`config.mk`:
```
export PLATFORM = sky130hd
export DESIGN_NAME = dll_walker
export DESIGN_NICKNAME = d
export VERILOG_FILES = /design/src/rtl/dll_walker.sv
export SDC_FILE = /design/constraint.sdc
export NUM_CORES = 1
export LEC_CHECK = 0
export BUFFER_PORTS_ARGS = -buffer_cell sky130_fd_sc_hd__buf_2
export CAP_MARGIN = 25
export CORE_UTILIZATION = 35
export CTS_CLUSTER_SIZE = 8
export DETAILED_ROUTE_END_ITERATION = 12
export PLACE_DENSITY = 0.56
export SLEW_MARGIN = 15
export SYNTH_ARGS = -nofsm -noshare
export SYNTH_HDL_FRONTEND = slang
export SYNTH_SLANG_ARGS = --single-unit
```
`constraint.sdc`:
```
create_clock -name sysclock -period 3.3 [get_ports sysclock]
set_input_delay 0.66 -clock sysclock [delete_from_list [all_inputs] [get_ports sysclock]]
set_output_delay 0.66 -clock sysclock [all_outputs]
set_load 0.01 [all_outputs]
```
`src/rtl/dll_walker.sv`:
```
// rtl/dll_walker.sv - MARIA display-list-list walker feeding the line-fetch stage
//
// Walks the DLL starting at ZP, fetching 3-byte entries over a req/ack port,
// and for each visible line emits the zone's display-list pointer, the line
// offset within the zone (counting down), the holey-DMA bits and a DLI pulse.
//
// Ports
//   sysclock     system clock, rising edge
//   reset_b      asynchronous active-low reset
//   ZP           DLL base address, loaded on frame_start
//   dma_en       DMA enabled
//   frame_start  pulse at the first DMA line of a frame
//   line_start   pulse at the start of each line's DMA window
//   mem_req      read request (registered)
//   mem_addr     read address, stable while mem_req is high
//   mem_ack      access complete
//   mem_data     read data, valid with mem_ack
//   dl_valid     pulse: dl_ptr/dl_offset/holey valid for this line
//   dl_ptr       display-list address of the current zone
//   dl_offset    line offset within the zone
//   holey        {H16,H8}
//   dli          pulse when the fetched entry requests a DLI
//   late         pulse when line_start arrives while busy (line dropped)
//   busy         walker not idle
module dll_walker #(
   parameter int ENTRY_BYTES = 3
) (
   input  logic        sysclock,
   input  logic        reset_b,
   input  logic [15:0] ZP,
   input  logic        dma_en,
   input  logic        frame_start,
   input  logic        line_start,
   output logic        mem_req,
   output logic [15:0] mem_addr,
   input  logic        mem_ack,
   input  logic [7:0]  mem_data,
   output logic        dl_valid,
   output logic [15:0] dl_ptr,
   output logic [3:0]  dl_offset,
   output logic [1:0]  holey,
   output logic        dli,
   output logic        late,
   output logic        busy
);

   // Fetch states are numbered so that the last entry byte lands in state ENTRY_BYTES.
   typedef enum logic [2:0] {
      S_IDLE = 3'd0,
      S_F0   = 3'd1,
      S_F1   = 3'd2,
      S_F2   = 3'd3,
      S_EMIT = 3'd4
   } state_t;

   state_t      r_state;
   state_t      w_next;

   logic [15:0] r_dll_addr;
   logic [3:0]  r_zone_cnt;
   logic        r_need_fetch;
   logic [2:0]  r_b0_flags;     // {DLI,H16,H8}
   logic [3:0]  r_b0_off;
   logic [7:0]  r_byte1;
   logic [15:0] r_dl_ptr;
   logic [3:0]  r_dl_offset;
   logic [1:0]  r_holey;
   logic        r_dli;
   logic        r_mem_req;
   logic        r_abort;        // frame_start seen mid-fetch; finish the access then reload
   logic [15:0] r_zp_lat;
   logic        r_emit_hold;    // non-fetch lines spend one cycle in EMIT before the pulse

   logic        w_fetching;
   logic        w_last_fetch;
   logic        w_abort;
   logic        w_line;
   logic        w_frame_load;
   logic        w_go_fetch;
   logic        w_go_emit;
   logic        w_unused_rsvd;

   assign w_fetching   = (r_state == S_F0) || (r_state == S_F1) || (r_state == S_F2);
   assign w_last_fetch = (r_state == state_t'(3'(ENTRY_BYTES)));
   assign w_abort      = r_abort || frame_start;
   assign w_line       = (r_state == S_IDLE) && line_start && dma_en;
   assign w_frame_load = (r_state == S_IDLE) && frame_start && dma_en;
   // A frame load in the same cycle as a line forces that line to fetch from ZP.
   assign w_go_fetch   = w_line && (r_need_fetch || w_frame_load);
   assign w_go_emit    = w_line && !w_go_fetch;
   // Byte0 bit 4 is reserved in the entry format.
   assign w_unused_rsvd = mem_data[4];

   always_ff @(posedge sysclock or negedge reset_b) begin
      if (!reset_b) begin
         r_state <= S_IDLE;
      end else begin
         r_state <= w_next;
      end
   end

   always_comb begin
      w_next = r_state;
      case (r_state)
         S_IDLE: begin
            if (w_go_fetch) begin
               w_next = S_F0;
            end else if (w_go_emit) begin
               w_next = S_EMIT;
            end
         end
         S_F0:    if (mem_ack) w_next = w_abort ? S_IDLE : S_F1;
         S_F1:    if (mem_ack) w_next = w_abort ? S_IDLE : S_F2;
         S_F2:    if (mem_ack) w_next = w_abort ? S_IDLE : S_EMIT;
         S_EMIT:  if (!r_emit_hold) w_next = S_IDLE;
         default: w_next = S_IDLE;
      endcase
   end

   always_ff @(posedge sysclock or negedge reset_b) begin
      if (!reset_b) begin
         r_dll_addr   <= 16'h0000;
         r_zone_cnt   <= 4'h0;
         r_need_fetch <= 1'b1;
         r_b0_flags   <= 3'b000;
         r_b0_off     <= 4'h0;
         r_byte1      <= 8'h00;
         r_dl_ptr     <= 16'h0000;
         r_dl_offset  <= 4'h0;
         r_holey      <= 2'b00;
         r_dli        <= 1'b0;
         r_mem_req    <= 1'b0;
         r_abort      <= 1'b0;
         r_zp_lat     <= 16'h0000;
         r_emit_hold  <= 1'b0;
      end else begin
         r_mem_req <= (w_next == S_F0) || (w_next == S_F1) || (w_next == S_F2);
         r_dli     <= 1'b0;

         if (w_go_emit) begin
            r_zone_cnt  <= r_zone_cnt - 4'd1;
            r_emit_hold <= 1'b1;
         end

         if (w_fetching) begin
            if (frame_start && !r_abort) begin
               r_abort  <= 1'b1;
               r_zp_lat <= ZP;
            end
            if (mem_ack) begin
               if (w_abort) begin
                  // Data of the abandoned access is dropped; the newest ZP wins.
                  r_dll_addr   <= frame_start ? ZP : r_zp_lat;
                  r_need_fetch <= 1'b1;
                  r_abort      <= 1'b0;
               end else begin
                  r_dll_addr <= r_dll_addr + 16'd1;
                  if (r_state == S_F0) begin
                     r_b0_flags <= mem_data[7:5];
                     r_b0_off   <= mem_data[3:0];
                  end else if (r_state == S_F1) begin
                     r_byte1 <= mem_data;
                  end else if (w_last_fetch) begin
                     r_zone_cnt  <= r_b0_off;
                     r_dl_offset <= r_b0_off;
                     r_dl_ptr    <= {r_byte1, mem_data};
                     r_holey     <= r_b0_flags[1:0];
                     r_dli       <= r_b0_flags[2];
                  end
               end
            end
         end

         if (r_state == S_EMIT) begin
            if (r_emit_hold) begin
               r_emit_hold <= 1'b0;
               r_dl_offset <= r_zone_cnt;
            end else begin
               r_need_fetch <= (r_zone_cnt == 4'h0);
            end
         end

         if (w_frame_load) begin
            r_dll_addr   <= ZP;
            r_need_fetch <= 1'b1;
         end
      end
   end

   assign mem_req   = r_mem_req;
   assign mem_addr  = r_dll_addr;
   assign dl_valid  = (r_state == S_EMIT) && !r_emit_hold;
   assign dl_ptr    = r_dl_ptr;
   assign dl_offset = r_dl_offset;
   assign holey     = r_holey;
   assign dli       = r_dli;
   assign busy      = (r_state != S_IDLE);
   assign late      = line_start && (r_state != S_IDLE);

endmodule
```
# Word level (Yosys, flattened, before mapping)
# Cells that the tools add are included.
# totals
reg_bits,81
input_bits,30
elab_cells,103
# op_classes
n_addsub,2
n_eq_ne,7
muxes,48
bitwise_logic,3
n_reduce_logical,28
# ops
op,n
$mux W16,5
$mux W4,15
$mux W3,7
$mux W1,18
$add A16 B1 Y16 const B,1
$pmux W3 S5,1
$eq A3 B2 Y1 const B,4
$logic_and A1 B1 Y1,9
$eq A3 B1 Y1 const B,2
$logic_or A1 B1 Y1,6
$reduce_and A6 Y1,1
$reduce_and A5 Y1,1
$logic_not A4 Y1,1
$mux W2,2
$reduce_and A2 Y1,2
$reduce_and A4 Y1,1
$reduce_bool A2 Y1,2
$sub A4 B1 Y4 const B,1
$eq A3 B3 Y1 const B,1
$logic_not A1 Y1,3
$logic_not A3 Y1,1
$not A1 Y1,3
$reduce_bool A3 Y1,1

# Depth between registers and ports, before layout
# depth
depth_word,14
mapped_depth,7
mapped_depth_nobuf,6

# Worst setup path after synthesis
# No wires, ideal clock.
# synth_timing
path_type,input to register
start,input port frame_start
end,register r_byte1[0]
arrival_time_ns,1.823
path_slack_ns,1.352
path_stages,5
n_path_buf,2
path_cell_list,buf_4 > or2_1 > buf_6 > nor3_4 > mux2_2
# synth_via
elab_chain_len,3
# synth_lines
element,line,text
start: declaration,32,"input logic frame_start,"
$logic_or A1 B1 Y1,85,assign w_abort = r_abort || frame_start;
$not A1 Y1 (no line),n/a,
$reduce_and A5 Y1 (no line),n/a,
end signal: assignment,162,r_byte1 <= mem_data;
end: declaration,64,logic [7:0] r_byte1;
# Every way passes these cells.
# A chain may end at the register's enable or synchronous reset.

# Worst setup path in the final report
# layout_timing
start,register r_abort
end,"register r_dl_ptr[0], in the netlist dl_ptr[0]"
# layout_via
elab_chain_len,3
# layout_lines
element,line,text
start: declaration,70,logic r_abort;
start signal: assignment,133,r_abort <= 1'b0;
start signal: assignment,147,r_abort <= 1'b1;
start signal: assignment,155,r_abort <= 1'b0;
$logic_or A1 B1 Y1,85,
$not A1 Y1 (no line),n/a,
$reduce_and A6 Y1 (no line),n/a,
end signal: assignment,166,"r_dl_ptr <= {r_byte1, mem_data};"
end: declaration,65,logic [15:0] r_dl_ptr;
# Every way passes these cells.

==> metrics.json <==
{
  "fin_crit_sh_pct": 69.30,
  "fillers": 1070,
  "post-route-drc-count": 0,
  "cts_inserted_buffers": 9,
  "synth_edf_count": 0,
  "clk_lat_worst_skew_ps": 330,
  "path_cells": "nor2_2 > nand2_1 > nor2_4 > buf_4 > mux2_2",
  "place_congestion": 0.7623,
  "drive_above_1_share_pct": 36.41,
  "cts_setup_buffers": 0,
  "crit_path_top_delay_cell": "dfrtp_1",
  "cts-htree-levels": 3,
  "crit_arrival_ps": 2500,
  "grt_setup_unrepaired": "no",
  "slew_viol_final": 0,
  "ys_dominant_reg_cell": "dfrtp_1",
  "start_util_pct": 36.36,
  "finish.net_count": 450,
  "critical_path.endpoint_type": "flip-flop",
  "worst_vdd_rail_ir_drop_mv": 0.5040,
  "mappedNetlistNets": 379,
  "first_pass_grt_wire_length_mm": 15.58,
  "run_status": "finished clean",
  "post_route_ant_nets": 0,
  "count_of_synthesis_stage_warnings_from_yosys": 0,
  "syn-mean-instance-area_um2": 11.46,
  "cts.sink_count": 81,
  "syn-cell-area_um2": 3976,
  "dieArea_um2": 11790,
  "worstPathMaxFanout": 31,
  "synth-seq-area-share_pct": 51.01,
  "worst_path_largest_cell_delay_ps": 620,
  "async_reset_ff_share_pct": 100.0,
  "max_freq_mhz": 437.3,
  "clkTransAtPathRegs_ps": 60,
  "final.min_clock_period_ps": 2287,
  "hold_viol": 0,
  "width_of_the_die_um": 108.6,
  "antenna_found_initial": 0,
  "power_leakage_nw": 2.213,
  "area_growth_syn_to_layout_pct": 18.88,
  "hpwlAfterDp_mm": 6.338,
  "yosysUniqueCellTypes": 55,
  "largest_delay_contributor_family_on_the_critical_path": "simple AND/OR/NAND/NOR gates",
  "grt_util_all_layers_pct": 17.25,
  "syn_inst": 347,
  "timing.hold.worst.class": "input port to asynchronous set/reset pin",
  "cts_tree": "built",
  "critical_path.startpoint_type": "flip-flop",
  "cts-resized-gates": 0,
  "regToRegSetupSlack_ps": 1010,
  "finalWirelength_mm": 9.149,
  "floorplan.core_area_um2": 10940,
  "avgRoutedWirePerCell_um": 16.25,
  "critical_path.n_buffers_inverters": 1,
  "pin_count": 73,
  "count_of_tritonroute_iterations_in_the_first_routing_pass": 4,
  "total_power_mw": 4.005,
  "floorplan.rows": 38,
  "grt_max_degree": 51,
  "grt_overflow": 0,
  "cts_hold_buffers": 0,
  "via_count": 2931,
  "worst_pin_slew_ps": 707.6,
  "number_of_global_route_vias_before_repair": 3063,
  "vias_per_cell": 5.206,
  "crit-reg2reg-capture": "dl_ptr[0]$_DFFE_PN0P_",
  "timing.setup.critical_path_class": "flip-flop to flip-flop",
  "final-setup-viol-count": 0,
  "crit_required_ps": 3520,
  "detail_route.iter0.violations": 101,
  "power_density_nw_per_um2": 847.2,
  "finalClockSkew_ps": 4.630,
  "max-slew-margin-rel_pct": 52.33,
  "totalNegativeSetupSlack_ps": 0,
  "rr_startpoint": "r_abort$_DFFE_PN0N_",
  "antennaDiodeCount": 0,
  "clock_tree.root_cell": "clkbuf_16",
  "buffer_ports.inserted": 72,
  "dieHeight_um": 108.6,
  "max_cap_viol_count": 0,
  "ff2ff_path_depth": 5,
  "yosys_register_bits": 81,
  "max-clock-path-buffers": 2
}
registers in the layout, indices dropped and copies added (netlist names), 4 cells and up:
signal      flops
dl_offset       4
dl_ptr         16
mem_addr       16
r_b0_off        4
r_byte1         8
r_zone_cnt      4
r_zp_lat       16
cell families after synthesis:
group / after synthesis / share of synthesized area, %
flops: 81 / 51.01
xor+xnor: 11 / 2.423
compound gates: 75 / 11.30
buf+inv: 26 / 3.713
mux: 57 / 16.58
simple gates: 95 / 14.35
fa+ha+maj: 2 / 0.6292
power by group:
part	total (mW)	internal, mW	switching, mW
combinational	1.29	0.639	0.654
clock	0.947	0.550	0.397
sequential	1.77	1.38	0.383
through the flow:
stage                     setup WS, ps  cell area [um^2]  instances  utilization (%)  hold WS, ps
after floorplan                   1352              3976        347                -        364.4
after CTS                        985.1              4727        563            43.23        394.6
after global placement           725.0              4443        547            40.63        469.2
final                             1013              4727        563            43.23        377.5
after detailed placement         731.1              4443        547            40.63        479.6
after global routing             839.2              4727        563            43.23        437.0
cell usage in the layout, fill, tap and decap left out, drive strengths merged, types with 3 or more instances in the layout:
cell type / instances
nor2: 21
mux2: 50
xnor2: 5
mux2i: 7
nor4: 4
a21oi: 23
nand3: 10
inv: 11
xor2: 6
a222oi: 5
a22oi: 3
clkbuf: 12
o21ai: 29
dfrtp: 80
a31oi: 3
or3: 5
nor3: 9
clkinvlp: 3
and3: 4
nand4: 3
buf: 75
nand2: 31
cell type report:
cell class                      count  area, um^2  area share [%]
Inverter                           11       41.29          0.8735
Clock inverter                      4       27.53          0.5823
Multi-Input combinational cell    240        1800           38.09
Tap cell                          140       175.2           3.706
Sequential cell                    81        2028           42.91
Timing Repair Buffer               75       397.9           8.417
Clock buffer                       12       256.5           5.426
synthesized netlist by cell type, types with 2 or more instances:
library cell | number | area [um^2]
buf_2 | 4 | 20.02
a21oi_1 | 23 | 115.1
inv_1 | 11 | 41.29
mux2i_1 | 7 | 70.07
a222oi_1 | 5 | 50.05
buf_6 | 4 | 45.04
o21ai_0 | 27 | 135.1
mux2_2 | 42 | 473.0
and3_1 | 4 | 25.02
xor2_1 | 6 | 52.55
nor4_1 | 3 | 18.77
o21ai_1 | 2 | 10.01
mux2_4 | 7 | 105.1
clkbuf_1 | 3 | 11.26
nand4_1 | 3 | 18.77
or3_1 | 4 | 25.02
a211oi_1 | 2 | 15.01
a31oi_1 | 3 | 18.77
nand2_1 | 30 | 112.6
xnor2_1 | 5 | 43.79
nand3_1 | 8 | 40.04
nor3_1 | 6 | 30.03
nor3_2 | 2 | 20.02
nor2_1 | 18 | 67.56
or2_1 | 2 | 12.51
buf_4 | 4 | 30.03
ha_1 | 2 | 25.02
dfrtp_1 | 80 | 2002
a22oi_1 | 3 | 22.52
a21o_1 | 2 | 15.01
metal layers:
layer	wire [um]	global-route usage [%]
met1	4264	22.09
met5	0	0
met4	87	4.440
met2	4308	28.25
met3	488	5.304
worst max path at each step:
stage | cells after the start | from | endpoint
CTS | 3 | r_state[0]$_DFF_PN0_ | dl_valid
finish | 5 | r_abort$_DFFE_PN0N_ | dl_ptr[0]$_DFFE_PN0P_
floorplan | 5 | frame_start | r_byte1[0]$_DFFE_PN0P_
global placement | 6 | frame_start | dl_ptr[2]$_DFFE_PN0P_
detailed placement | 6 | frame_start | dl_ptr[0]$_DFFE_PN0P_
global route | 5 | r_abort$_DFFE_PN0N_ | dl_ptr[12]$_DFFE_PN0P_
Note: power is estimated with default switching activity, not from simulation.
